File: config.mk
export PLATFORM = sky130hd
export DESIGN_NAME = sobel_gradient_pair
export DESIGN_NICKNAME = d
export VERILOG_FILES = /design/src/rtl/sobel_pkg.sv /design/src/rtl/sobel_kernel3x3.sv /design/src/rtl/sobel_gradient_pair.sv
export SDC_FILE = /design/constraint.sdc
export NUM_CORES = 1
export LEC_CHECK = 0
export CORE_AREA = 2 2 280 282
export DETAILED_ROUTE_END_ITERATION = 16
export DIE_AREA = 0 0 282 284
export GPL_TIMING_DRIVEN = 0
export HOLD_SLACK_MARGIN = 0.1
export SYNTH_ARGS = -nofsm -noshare
export SYNTH_HDL_FRONTEND = slang
export SYNTH_SLANG_ARGS = --single-unit
export TNS_END_PERCENT = 100
File: constraint.sdc
create_clock -name clk -period 6.99 [get_ports clk]
set_input_delay 0.699 -clock clk [delete_from_list [all_inputs] [get_ports clk]]
set_output_delay 0.699 -clock clk [all_outputs]
set_load 0.02 [all_outputs]
File: src/rtl/sobel_pkg.sv
// Shared definitions for the Sobel gradient stage.
// Contents: pixel/gradient/magnitude widths, the four-row column
// struct, and helpers for the Sobel weighted sums and differences.
package sobel_pkg;

    localparam int PIXW      = 16;        // pixel width
    localparam int GRADW     = 19;        // signed Gx/Gy width
    localparam int MAGW      = 20;        // |Gx|+|Gy| width
    localparam int SUMW      = PIXW + 2;  // weighted sum of three pixels (max 4*65535)
    localparam int DIFW      = PIXW + 1;  // signed difference of two pixels
    localparam int MID_SHIFT = 1;         // Sobel centre tap weight 2 = shift by one

    // One column of the four stacked rows, row A on top.
    typedef struct packed {
        logic [PIXW-1:0] pixA;
        logic [PIXW-1:0] pixB;
        logic [PIXW-1:0] pixC;
        logic [PIXW-1:0] pixD;
    } colWin_t;

    // 1-2-1 weighted sum of three unsigned pixels.
    function automatic logic [SUMW-1:0] weightedSum(input logic [PIXW-1:0] p0,
                                                    input logic [PIXW-1:0] p1,
                                                    input logic [PIXW-1:0] p2);
        return {2'b00, p0} + ({2'b00, p1} << MID_SHIFT) + {2'b00, p2};
    endfunction

    // 1-2-1 weighted sum of three signed differences, sign-extended to GRADW.
    function automatic logic signed [GRADW-1:0] weightedDiff(input logic signed [DIFW-1:0] d0,
                                                             input logic signed [DIFW-1:0] d1,
                                                             input logic signed [DIFW-1:0] d2);
        return GRADW'(d0) + (GRADW'(d1) <<< MID_SHIFT) + GRADW'(d2);
    endfunction

    // Absolute value; the full negative range of a 19-bit gradient is never
    // reached (|min| = 262140), so the result always fits unsigned GRADW bits.
    function automatic logic [GRADW-1:0] absVal(input logic signed [GRADW-1:0] v);
        if (v[GRADW-1]) begin
            return GRADW'(-v);
        end else begin
            return GRADW'(v);
        end
    endfunction

endpackage

File: src/rtl/sobel_kernel3x3.sv
// Three-stage Sobel kernel over one 3x3 window.
// Ports: clk, reset (async active-low); winL/winM/winR = left/centre/right
// columns, element 0 = top row; gx/gy signed gradients, mag = |gx|+|gy|,
// edgeFlag = mag >= THRESH. All outputs registered, 3 cycles of latency.
module sobel_kernel3x3
    import sobel_pkg::*;
#(
    parameter int THRESH = 1024
) (
    input  logic                     clk,
    input  logic                     reset,
    input  logic [2:0][PIXW-1:0]     winL,
    input  logic [2:0][PIXW-1:0]     winM,
    input  logic [2:0][PIXW-1:0]     winR,
    output logic signed [GRADW-1:0]  gx,
    output logic signed [GRADW-1:0]  gy,
    output logic [MAGW-1:0]          mag,
    output logic                     edgeFlag
);

    logic [SUMW-1:0]          sumL_r, sumR_r;
    logic signed [DIFW-1:0]   diffL_r, diffM_r, diffR_r;
    logic signed [GRADW-1:0]  gx_r, gy_r;

    // S1: column sums for Gx, bottom-minus-top differences for Gy.
    always_ff @(posedge clk or negedge reset) begin
        if (!reset) begin
            sumL_r  <= '0;
            sumR_r  <= '0;
            diffL_r <= '0;
            diffM_r <= '0;
            diffR_r <= '0;
        end else begin
            sumL_r  <= weightedSum(winL[0], winL[1], winL[2]);
            sumR_r  <= weightedSum(winR[0], winR[1], winR[2]);
            diffL_r <= $signed({1'b0, winL[2]}) - $signed({1'b0, winL[0]});
            diffM_r <= $signed({1'b0, winM[2]}) - $signed({1'b0, winM[0]});
            diffR_r <= $signed({1'b0, winR[2]}) - $signed({1'b0, winR[0]});
        end
    end

    // S2: signed gradients.
    always_ff @(posedge clk or negedge reset) begin
        if (!reset) begin
            gx_r <= '0;
            gy_r <= '0;
        end else begin
            gx_r <= $signed({1'b0, sumR_r}) - $signed({1'b0, sumL_r});
            gy_r <= weightedDiff(diffL_r, diffM_r, diffR_r);
        end
    end

    // S3: L1 magnitude, threshold flag and gradient output registers.
    always_ff @(posedge clk or negedge reset) begin
        if (!reset) begin
            gx       <= '0;
            gy       <= '0;
            mag      <= '0;
            edgeFlag <= 1'b0;
        end else begin
            gx       <= gx_r;
            gy       <= gy_r;
            mag      <= MAGW'(absVal(gx_r)) + MAGW'(absVal(gy_r));
            edgeFlag <= (MAGW'(absVal(gx_r)) + MAGW'(absVal(gy_r))) >= MAGW'(THRESH);
        end
    end

endmodule

File: src/rtl/sobel_gradient_pair.sv
// Sobel gradient stage for two stacked centre rows (B and C).
// Ports: clk, reset (async active-low), frameStart, pixValid, rowA..rowD
// ([31:16] = column k, [15:0] = column k+1); outputs outValid, outCol,
// magB/magC, gxB/gyB/gxC/gyC, edgeB/edgeC, lineDone. Results appear three
// cycles after the beat; border columns 0 and LINEW-1 are suppressed.
module sobel_gradient_pair
    import sobel_pkg::*;
#(
    parameter int LINEW  = 2048,
    parameter int COLW   = 12,
    parameter int THRESH = 1024
) (
    input  logic                    clk,
    input  logic                    reset,
    input  logic                    frameStart,
    input  logic                    pixValid,
    input  logic [31:0]             rowA,
    input  logic [31:0]             rowB,
    input  logic [31:0]             rowC,
    input  logic [31:0]             rowD,
    output logic                    outValid,
    output logic [COLW-1:0]         outCol,
    output logic [MAGW-1:0]         magB,
    output logic [MAGW-1:0]         magC,
    output logic signed [GRADW-1:0] gxB,
    output logic signed [GRADW-1:0] gyB,
    output logic signed [GRADW-1:0] gxC,
    output logic signed [GRADW-1:0] gyC,
    output logic                    edgeB,
    output logic                    edgeC,
    output logic                    lineDone
);

    localparam logic [COLW-1:0] LAST_COL = COLW'(LINEW - 1);
    localparam logic [COLW-1:0] LAST_OUT = COLW'(LINEW - 2);

    colWin_t               prevCol_r;
    logic [COLW-1:0]       colCnt_r;
    logic [COLW-1:0]       curCol_s, colNext_s;
    logic                  keep_s, last_s;
    logic [1:0]            vldPipe_r, ldPipe_r;
    logic [1:0][COLW-1:0]  colPipe_r;
    logic [2:0][PIXW-1:0]  winLB_s, winMB_s, winRB_s;
    logic [2:0][PIXW-1:0]  winLC_s, winMC_s, winRC_s;

    // Column index of the current beat and the counter's next value.
    always_comb begin
        curCol_s  = colCnt_r;
        colNext_s = colCnt_r;
        if (frameStart) begin
            curCol_s = '0;
        end else begin
            curCol_s = colCnt_r;
        end
        if (pixValid) begin
            colNext_s = (curCol_s == LAST_COL) ? '0 : curCol_s + COLW'(1);
        end else begin
            colNext_s = curCol_s;
        end
        keep_s = pixValid && (curCol_s >= COLW'(1)) && (curCol_s <= LAST_OUT);
        last_s = keep_s && (curCol_s == LAST_OUT);
    end

    // Window assembly: element 0 is the top row of each 3x3 neighbourhood.
    always_comb begin
        winLB_s = {prevCol_r.pixC, prevCol_r.pixB, prevCol_r.pixA};
        winMB_s = {rowC[31:16], rowB[31:16], rowA[31:16]};
        winRB_s = {rowC[15:0],  rowB[15:0],  rowA[15:0]};
        winLC_s = {prevCol_r.pixD, prevCol_r.pixC, prevCol_r.pixB};
        winMC_s = {rowD[31:16], rowC[31:16], rowB[31:16]};
        winRC_s = {rowD[15:0],  rowC[15:0],  rowB[15:0]};
    end

    // Previous-column capture and column counter; both hold through bubbles.
    always_ff @(posedge clk or negedge reset) begin
        if (!reset) begin
            prevCol_r <= '0;
            colCnt_r  <= '0;
        end else begin
            colCnt_r <= colNext_s;
            if (pixValid) begin
                prevCol_r <= '{pixA: rowA[31:16], pixB: rowB[31:16],
                               pixC: rowC[31:16], pixD: rowD[31:16]};
            end else begin
                prevCol_r <= prevCol_r;
            end
        end
    end

    // Valid/column/lineDone delay line aligned with the kernel's three stages.
    always_ff @(posedge clk or negedge reset) begin
        if (!reset) begin
            vldPipe_r <= '0;
            ldPipe_r  <= '0;
            colPipe_r <= '0;
            outValid  <= 1'b0;
            lineDone  <= 1'b0;
            outCol    <= '0;
        end else begin
            vldPipe_r <= {vldPipe_r[0], keep_s};
            ldPipe_r  <= {ldPipe_r[0], last_s};
            colPipe_r <= {colPipe_r[0], curCol_s};
            outValid  <= vldPipe_r[1];
            lineDone  <= ldPipe_r[1];
            outCol    <= colPipe_r[1];
        end
    end

    sobel_kernel3x3 #(.THRESH(THRESH)) kernelB (
        .clk(clk), .reset(reset),
        .winL(winLB_s), .winM(winMB_s), .winR(winRB_s),
        .gx(gxB), .gy(gyB), .mag(magB), .edgeFlag(edgeB)
    );

    sobel_kernel3x3 #(.THRESH(THRESH)) kernelC (
        .clk(clk), .reset(reset),
        .winL(winLC_s), .winM(winMC_s), .winR(winRC_s),
        .gx(gxC), .gy(gyC), .mag(magC), .edgeFlag(edgeC)
    );

endmodule

Word-level counts from Yosys, hierarchy flattened. Index checks and enable logic that the tools add are counted.

Add/subtract/negate cells: 27. $mul: 0. Divide/modulo/power cells: 0. Order comparisons: 4. Equal/unequal tests: 2. Shift-type cells: 0. Mux-type cells: 7. Bitwise logic cells: 0. Reduce and logical (&&, ||, !) cells: 3.

Operators with widths (count): subtractor 16 x 16 -> 17 bit (6); two-way mux 19 bit (4); negation 19 bit (4); adder 16 x 17 -> 18 bit (4); adder 18 x 16 -> 18 bit (4); adder 19 x 19 -> 20 bit (2); >= comparator 20 x 11 -> 1 bit, second input constant (2); adder 17 x 18 -> 19 bit (2); adder 19 x 17 -> 19 bit (2); subtractor 18 x 18 -> 19 bit (2); two-way mux 12 bit (3); equality test 12 x 11 -> 1 bit, second input constant (2); adder 12 x 1 -> 12 bit, second input constant (1); >= comparator 12 x 1 -> 1 bit, second input constant (1); less-or-equal comparator 12 x 11 -> 1 bit, second input constant (1); logical AND 1 bit (3).

Register bits after elaboration: 486. Bits in latches: 0. Bits in writable memories: 0. Bits in read-only memories: 0. Input port bits: 132. Output and inout bits: 132. Word-level logic and storage cells: 77. Memories kept: 0.

Longest topological paths before layout. Gate-level depths: netlist of run 1.

Word-level depth: 5. Gate-level depth with buffers: 16. Mapped depth without buffers: 16.

By module. From an unflattened synthesis of run 1, not the netlist that was laid out.

Cell total of the unflattened synthesis: 2659. Area, all modules: 28695.0 um^2.

Modules (own cells, without submodules): sobel_kernel3x3 at kernelC (times used 1, cells each 1217, area an instance 12265.5 um^2, sequential area each 4479.3 um^2); sobel_kernel3x3 at kernelB (times used 1, cells each 1180, area an instance 12179.2 um^2, sequential area each 4479.3 um^2); sobel_gradient_pair (times used 1, cells each 262, area an instance 4250.3 um^2, sequential area each 2952.8 um^2).

Worst setup path after synthesis of run 1. Ideal clock, no wire load.

Kind: reg-to-reg. From: register kernelB.gx_r[5]. To: register kernelB.edgeFlag. Arrival time: 3775 ps. Required time: 6852 ps. Slack: 3076 ps. Stages on the path, launching flop included: 14. Path buffers: 0. Period minus slack after synthesis: 3914 ps. Path through: dfrtp_1 > or4_1 > or3_1 > o21ai_0 > xnor2_1 > ha_1 > and3_1 > nand3_1 > nand3_1 > o41ai_1 > o21bai_1 > xor2_1 > or4b_1 > or4_1.

Cells in the longest elaborated chain, start to end: 4.

RTL lines: from (decl) (RTL line sobel_kernel3x3.sv:23) `logic signed [GRADW-1:0] gx_r, gy_r;`; from (signal assigned) (RTL line sobel_kernel3x3.sv:48) `gx_r <= $signed({1'b0, sumR_r}) - $signed({1'b0, sumL_r});`; negation 19 bit (RTL line sobel_pkg.sv:39) `return GRADW'(-v);`; two-way mux 19 bit * (RTL line sobel_pkg.sv:38) `if (v[GRADW-1]) begin`; adder 19 x 19 -> 20 bit * (RTL line sobel_kernel3x3.sv:64) `edgeFlag <= (MAGW'(absVal(gx_r)) + MAGW'(absVal(gy_r))) >= MAGW'(THRESH);`; >= comparator 20 x 11 -> 1 bit * (RTL line sobel_kernel3x3.sv:64); to (signal assigned) (RTL line sobel_kernel3x3.sv:64); to (decl) (RTL line sobel_kernel3x3.sv:18) `output logic edgeFlag`.

Mark *: on every way between the ends. The rest lies on a longest branch, timed or not. A chain may end at the register's enable or synchronous reset.

Worst setup path in the final report of run 1.
From: register kernelB.gy_r[18]. To: register kernelB.edgeFlag.

Cells in the longest elaborated chain, start to end: 4.

RTL lines: from (decl) (RTL line sobel_kernel3x3.sv:23); from (signal assigned) (RTL line sobel_kernel3x3.sv:49) `gy_r <= weightedDiff(diffL_r, diffM_r, diffR_r);`; negation 19 bit (RTL line sobel_pkg.sv:39); two-way mux 19 bit * (RTL line sobel_pkg.sv:38); adder 19 x 19 -> 20 bit * (RTL line sobel_kernel3x3.sv:64); >= comparator 20 x 11 -> 1 bit * (RTL line sobel_kernel3x3.sv:64).

Marks and branches as above.

==> results of run 1 <==
## flip-flops by register name (all words and copies together), names as in the netlist, 18 cells and up
name / flops
kernelC.gx_r: 19
kernelC.gy_r: 18
kernelB.gx_r: 19
kernelC.gy: 18
kernelC.mag: 19
kernelB.gy_r: 18
kernelC.gx: 19
prevCol_r: 64
colPipe_r: 24
kernelB.mag: 19
kernelB.gy: 19
kernelC.sumL_r: 18
kernelB.gx: 18
kernelC.sumR_r: 18
## per-layer routing
| layer | GRT usage (%) | part of all wire (%) | up-vias |
|---|---|---|---|
| met3 | 3.86 | 5.3 | 109 |
| met4 | 4.64 | 2.1 | 22 |
| met1 | 26.8 | 46 | 9918 |
| met2 | 30.5 | 46 | 413 |
| met5 | 0 | 0.18 | - |
| li1 | - | - | 10037 |
## path summary, 6_finish.rpt
check	startpoint	to	slack (ps)	cells after the start
setup / recovery	kernelB.gy_r[18]	kernelB.edgeFlag	2450	14
hold / removal	reset	kernelB.gy[17]	160	1
setup reg to reg	kernelB.gy_r[18]	kernelB.edgeFlag	2450	14
hold reg to reg	colPipe_r[16]	outCol[4]	340	0
max in group asynchronous	reset	kernelC.mag[5]	4480	5
min in group clk	colPipe_r[16]	outCol[4]	340	0
## cells in the mapped netlist, types with 6 or more instances
library cell,count
a2111oi_0,11
a211o_1,7
a211oi_1,26
a21boi_0,17
a21o_1,26
a21oi_1,139
a221o_1,6
a221oi_1,11
a31oi_1,14
and2_1,14
and3_1,29
clkbuf_1,24
dfrtp_1,476
fa_1,110
ha_1,280
inv_1,260
mux2_2,30
nand2_1,164
nand2b_1,33
nand3_1,68
nand3b_1,6
nand4_1,8
nor2_1,149
nor2b_1,58
nor3_1,80
nor4_1,11
nor4b_1,7
o211ai_1,16
o21a_1,26
o21ai_0,162
o21bai_1,13
o31ai_1,26
o41ai_1,12
or3_1,39
or4_1,15
xnor2_1,219
xor2_1,43
## power groups by stage
stage | combinational, µW | sequential [µW] | clock (µW)
after global routing | 11500 | 4590 | 3340
after detailed placement | 10200 | 4560 | 0
after CTS | 10300 | 4510 | 3230
after floorplan | 7110 | 4720 | 0
final | 10200 | 4480 | 3140
after global placement | 10100 | 4570 | 0
## worst register-to-register path: cells and delay by family, from the launching register on
kind                     cells  cell delay [ps]
adder cells (fa/ha/maj)      1              320
XOR/XNOR                     1              170
buffers and inverters        2              970
flip-flops                   1              340
AO/OA/AOI/OAI                5             1340
AND/OR/NAND/NOR              5             1260
## final cells by class
type	count	area [µm²]	share of cell area, %
antenna	1	2.50	0.00728
buffer	30	128	0.371
clock buffer	67	1510	4.40
clock inverter	33	472	1.37
inverter	260	976	2.84
multi-input combinational	1937	15400	44.7
sequential	476	11900	34.6
tap	1040	1300	3.79
timing repair buffer	265	2720	7.92
## metrics by stage
step	power, µW	setup TNS (ps)	cells	util, %	hold WS [ps]
finish	17900	0	4109	44.7	161
global route	19400	0	4109	44.7	273
CTS	18000	0	4107	44.7	219
detailed placement	14700	0	4007	42.1	335
global placement	14700	-7799750	4003	41.9	334
floorplan	11800	0	2703	-	331
## logic make-up after synthesis
kind of cell               synth area share [%]
and+or+nand+nor                            12.2
AOI/OAI and AO/OA                          12.3
DFF                                        42.0
adders and majority gates                  20.1
buffers and inverters                      3.89
xor gates and xnor gates                   8.09
muxes                                      1.37
other                                    0.0132
==> impl_metrics.ini, run 1 <==
[run_status]
status = complete, no violations

[synth]
ys_seq_area_share_pct = 42.0
yosys.cell_types.count = 66
synthesis.instances = 2702
synth_ff_type = dfrtp_1
async_flop_share_pct = 100
synth_edf_count = 0
synth.top_cell.area_share_pct = 42.0
syn_area_um2 = 28400
avgSynthCellArea_um2 = 10.5
yosysTopAreaCell = dfrtp_1
ys_seq_elements = 476
yosysWarnings = 0
synthTopCellsByArea = dfrtp_1 (42%), ha_1 (12%), fa_1 (7.8%)

[detailed_routing]
drt_wl_total_mm = 75.9
wl_per_cell_um = 18.5
vias = 20499
drt-pass1-iter-count = 5
first_iter_violations = 1516
detail-route-antenna-nets = 0
drc = 0
vias_per_cell = 4.99

[clocking]
cts_buffers = 55
cts_resized = 0
cts_buffer_depth = 3
cts-root-buf = clkbuf_16
hold_buffers = 0
insertion_delay_ps = 620
cts.clk_slew.worst_paths_ps = 60
numClockSinks = 476
htreeDepth = 2
tritoncts = done
cts_setup_buffers = 0

[floorplanning]
die_h_um = 284
chipWidth_um = 282
die_area_um2 = 80100
rows = 102
initial_core_util_pct = 36.9
coreArea_um2 = 77000
top_level_ports = 264

[critical_path]
critPathLaunchType = flop
crit_buf_inv = 2
cp_top_family = compound AO/OA/AOI/OAI gates
cpPeakStageDelay_ps = 530
worstPathRequired_ps = 7460
critPathMaxFanout = 10
cp-end-kind = flop
critPathKind = reg2reg
slowest_stage = or4b_1
arrival_ps = 5010
path_cells = clkbuf_1 > clkbuf_1 > nand2_1 > o21ai_0 > ha_1 > a211oi_1 > o211ai_1 > nand3_1 > nand3_1 > o41ai_1 > o21bai_1 > xor2_1 > or4b_1 > or4_1

[place]
post_dp_cell_area_um2 = 32400
pre_cts_ws_ps = 2180
gp_congestion = 0.849
io_buffers = 260
hpwl_mm = 60.7

[global_routing]
grt_pass1_vias = 19902
antenna_found_initial = 14
grt_pass1_wl_mm = 118
grt_max_degree = 117
grt_overflow = 0
grtUsageTotal_pct = 19.2

[power]
p_per_area_nw_per_um2 = 520
p_leak_uw = 0.0154
clkPwrFrac_pct = 17.6
p_switching_uw = 7580
combPwrFrac_pct = 57.3
p_int_uw = 10300
vdd_drop_max_v = 0.000275
switching_share_pct = 42.4
power_frac_seq_pct = 25.1

[layout]
syn2layout_area_growth_pct = 21.2
design_area_um2 = 34400
drive_above_1_share_pct = 4.86
nFillCells = 7201
mostFrequentLayoutCells = dfrtp_1 (476), ha_1 (280), inv_1 (260), clkdlybuf4s50_1 (259), xnor2_1 (219)
nets = 3547
layout_commonest_cell = dfrtp_1

[sta]
worstMarginPinSlew_ps = 1200
rsz0062_at_grt = no
fin_worst_skew_ps = 23.1
drv_slew = 0
max-slew-margin-rel_pct = 17.7
min_period_ps = 4540
setup_ws_ps = 2450
max_freq_ghz = 0.220
hold_viol = 0
fin_crit_sh_pct = 65.0
report.final.setup_viol = 0

[worst_hold_path]
holdCritPathClass = in2async

[job]
max-cap-violations = 0
No activity file was read; power rests on OpenSTA's default activity.
==> run 2, diff against run 1 <==
- clock period: 6.99 -> 4.62 ns (I/O delays scaled with it)
==> impl_metrics.ini, run 2 (synthesis results as in run 1) <==
[place]
hpwl_mm = 60.7
io_buffers = 260
gp_congestion = 0.849

[run_status]
status = complete, no violations

[worst_hold_path]
worstHoldStart = pixValid
min_path_cells = 3
holdCritPathClass = in2reg
min_to = colCnt_r[2]

[global_routing]
grt_pass1_wl_mm = 118
grt_overflow = 0
antenna_found_initial = 14
grt_pass1_vias = 19902
grt_max_degree = 117
grtUsageTotal_pct = 19.2

[critical_path]
arrival_ps = 4820
reg2reg_slack_ps = 270
regToRegStartpoint = kernelB.gy_r[18]
critPathMaxFanout = 10
critPathLaunchType = flop
cp-end-kind = flop
worstPathRequired_ps = 5090
reg2reg_depth = 14
critPathKind = reg2reg
r2r-end = kernelB.edgeFlag

[power]
p_per_area_nw_per_um2 = 788
power_uw = 27100
vdd_drop_max_v = 0.000430
p_leak_uw = 0.0154

[sta]
fin_worst_skew_ps = 22.4
report.final.setup_viol = 0
min_period_ps = 4350
whs_ps = 325
worstMarginPinSlew_ps = 1170
hold_viol = 0
max_freq_ghz = 0.230
max-slew-margin-rel_pct = 20.1
rsz0062_at_grt = no
drv_slew = 0
fin_crit_sh_pct = 94.1

[layout]
largest_register = prevCol_r
largest_reg_flops = 64
nets = 3547
drive_above_1_share_pct = 5.02
syn2layout_area_growth_pct = 21.3
layout_commonest_cell = dfrtp_1
top_regs = prevCol_r (64), colPipe_r (24)
fin_util_pct = 44.7
mostFrequentLayoutCells = dfrtp_1 (476), ha_1 (280), inv_1 (260), clkdlybuf4s50_1 (259), xnor2_1 (219)

[detailed_routing]
vias = 20501
wl_per_cell_um = 18.5
drc = 0
first_iter_violations = 1452
drt-pass1-iter-count = 5
detail-route-antenna-nets = 0
drt_wl_total_mm = 75.9
vias_per_cell = 4.99

[clocking]
numClockSinks = 476
cts_buffer_depth = 3
cts.clk_slew.worst_paths_ps = 60
htreeDepth = 2
cts_buffers = 55
insertion_delay_ps = 620
tritoncts = done
cts_setup_buffers = 0
cts-root-buf = clkbuf_16

[floorplanning]
top_level_ports = 264
rows = 102
die_h_um = 284
chipWidth_um = 282
die_area_um2 = 80100
coreArea_um2 = 77000
initial_core_util_pct = 36.9

[job]
max-cap-violations = 0
[run 2: metrics by stage]
step | instances | area (µm²) | TNS [ps] | setup slack, ps
after detailed placement | 4007 | 32400 | -194 | -194
after CTS | 4108 | 34400 | 0 | 23.6
final | 4109 | 34400 | 0 | 271
after floorplan | 2703 | 28400 | 0 | 706
after global placement | 4003 | 32300 | -8815250 | -18630
after global routing | 4109 | 34400 | 0 | 19.2
[run 2: how the worst max path moves through the flow]
stage | start | end | slack [ps] | depth (start not counted)
after floorplan | kernelB.gx_r[5] | kernelB.edgeFlag | 710 | 13
after global placement | reset | kernelC.mag[2] | -18630 | 1
after detailed placement | kernelC.gx_r[5] | kernelC.edgeFlag | -190 | 13
after CTS | kernelC.gx_r[5] | kernelC.edgeFlag | 20 | 13
after global routing | kernelC.gx_r[18] | kernelC.edgeFlag | 20 | 14
final | kernelB.gy_r[18] | kernelB.edgeFlag | 270 | 14
[run 2: metal layers]
metal	vias to the layer above	GRT usage (%)	part of all wire (%)	wire, µm
met1	9901	26.8	46	35000
met4	22	4.64	2.1	1600
met3	108	3.86	5.3	3990
li1	10043	-	-	-
met5	-	0	0.18	139
met2	427	30.5	46	35200
[run 2: area by class of cell]
cell class                      instances  area [µm²]
Clock inverter                         33         472
Multi-Input combinational cell       1937       15400
Tap cell                             1040        1300
Buffer                                 30         133
Timing Repair Buffer                  265        2730
Antenna cell                            1        2.50
Fill cell                            7199       42500
Clock buffer                           67        1510
Inverter                              260         976
Sequential cell                       476       11900
[run 2: repair_timing]
action / CTS / global route
hold endpoints to repair: 115 / 0
endpoints found under the setup margin: 1 / 2
hold buffers: 1 / 0
pin swaps: 0 / 0
gates resized for setup: 1 / 11
[run 2: critical path, cell delays in order (launching register included)]
cell	delay, ps
dfrtp_1	340
clkbuf_1	480
clkbuf_2	370
o31ai_1	130
xnor2_1	150
ha_1	340
a21o_1	190
or3_1	300
o22a_2	270
a31oi_4	190
xnor2_1	140
a211o_1	340
nor3_2	110
or4b_1	460
or4_1	400
[run 2: report_power, final]
| group | switching [µW] | total (µW) | internal [µW] |
|---|---|---|---|
| Clock | 1850 | 4750 | 2890 |
| Sequential | 990 | 6780 | 5790 |
| Combinational | 8700 | 15600 | 6900 |
| Total | 11500 | 27100 | 15600 |
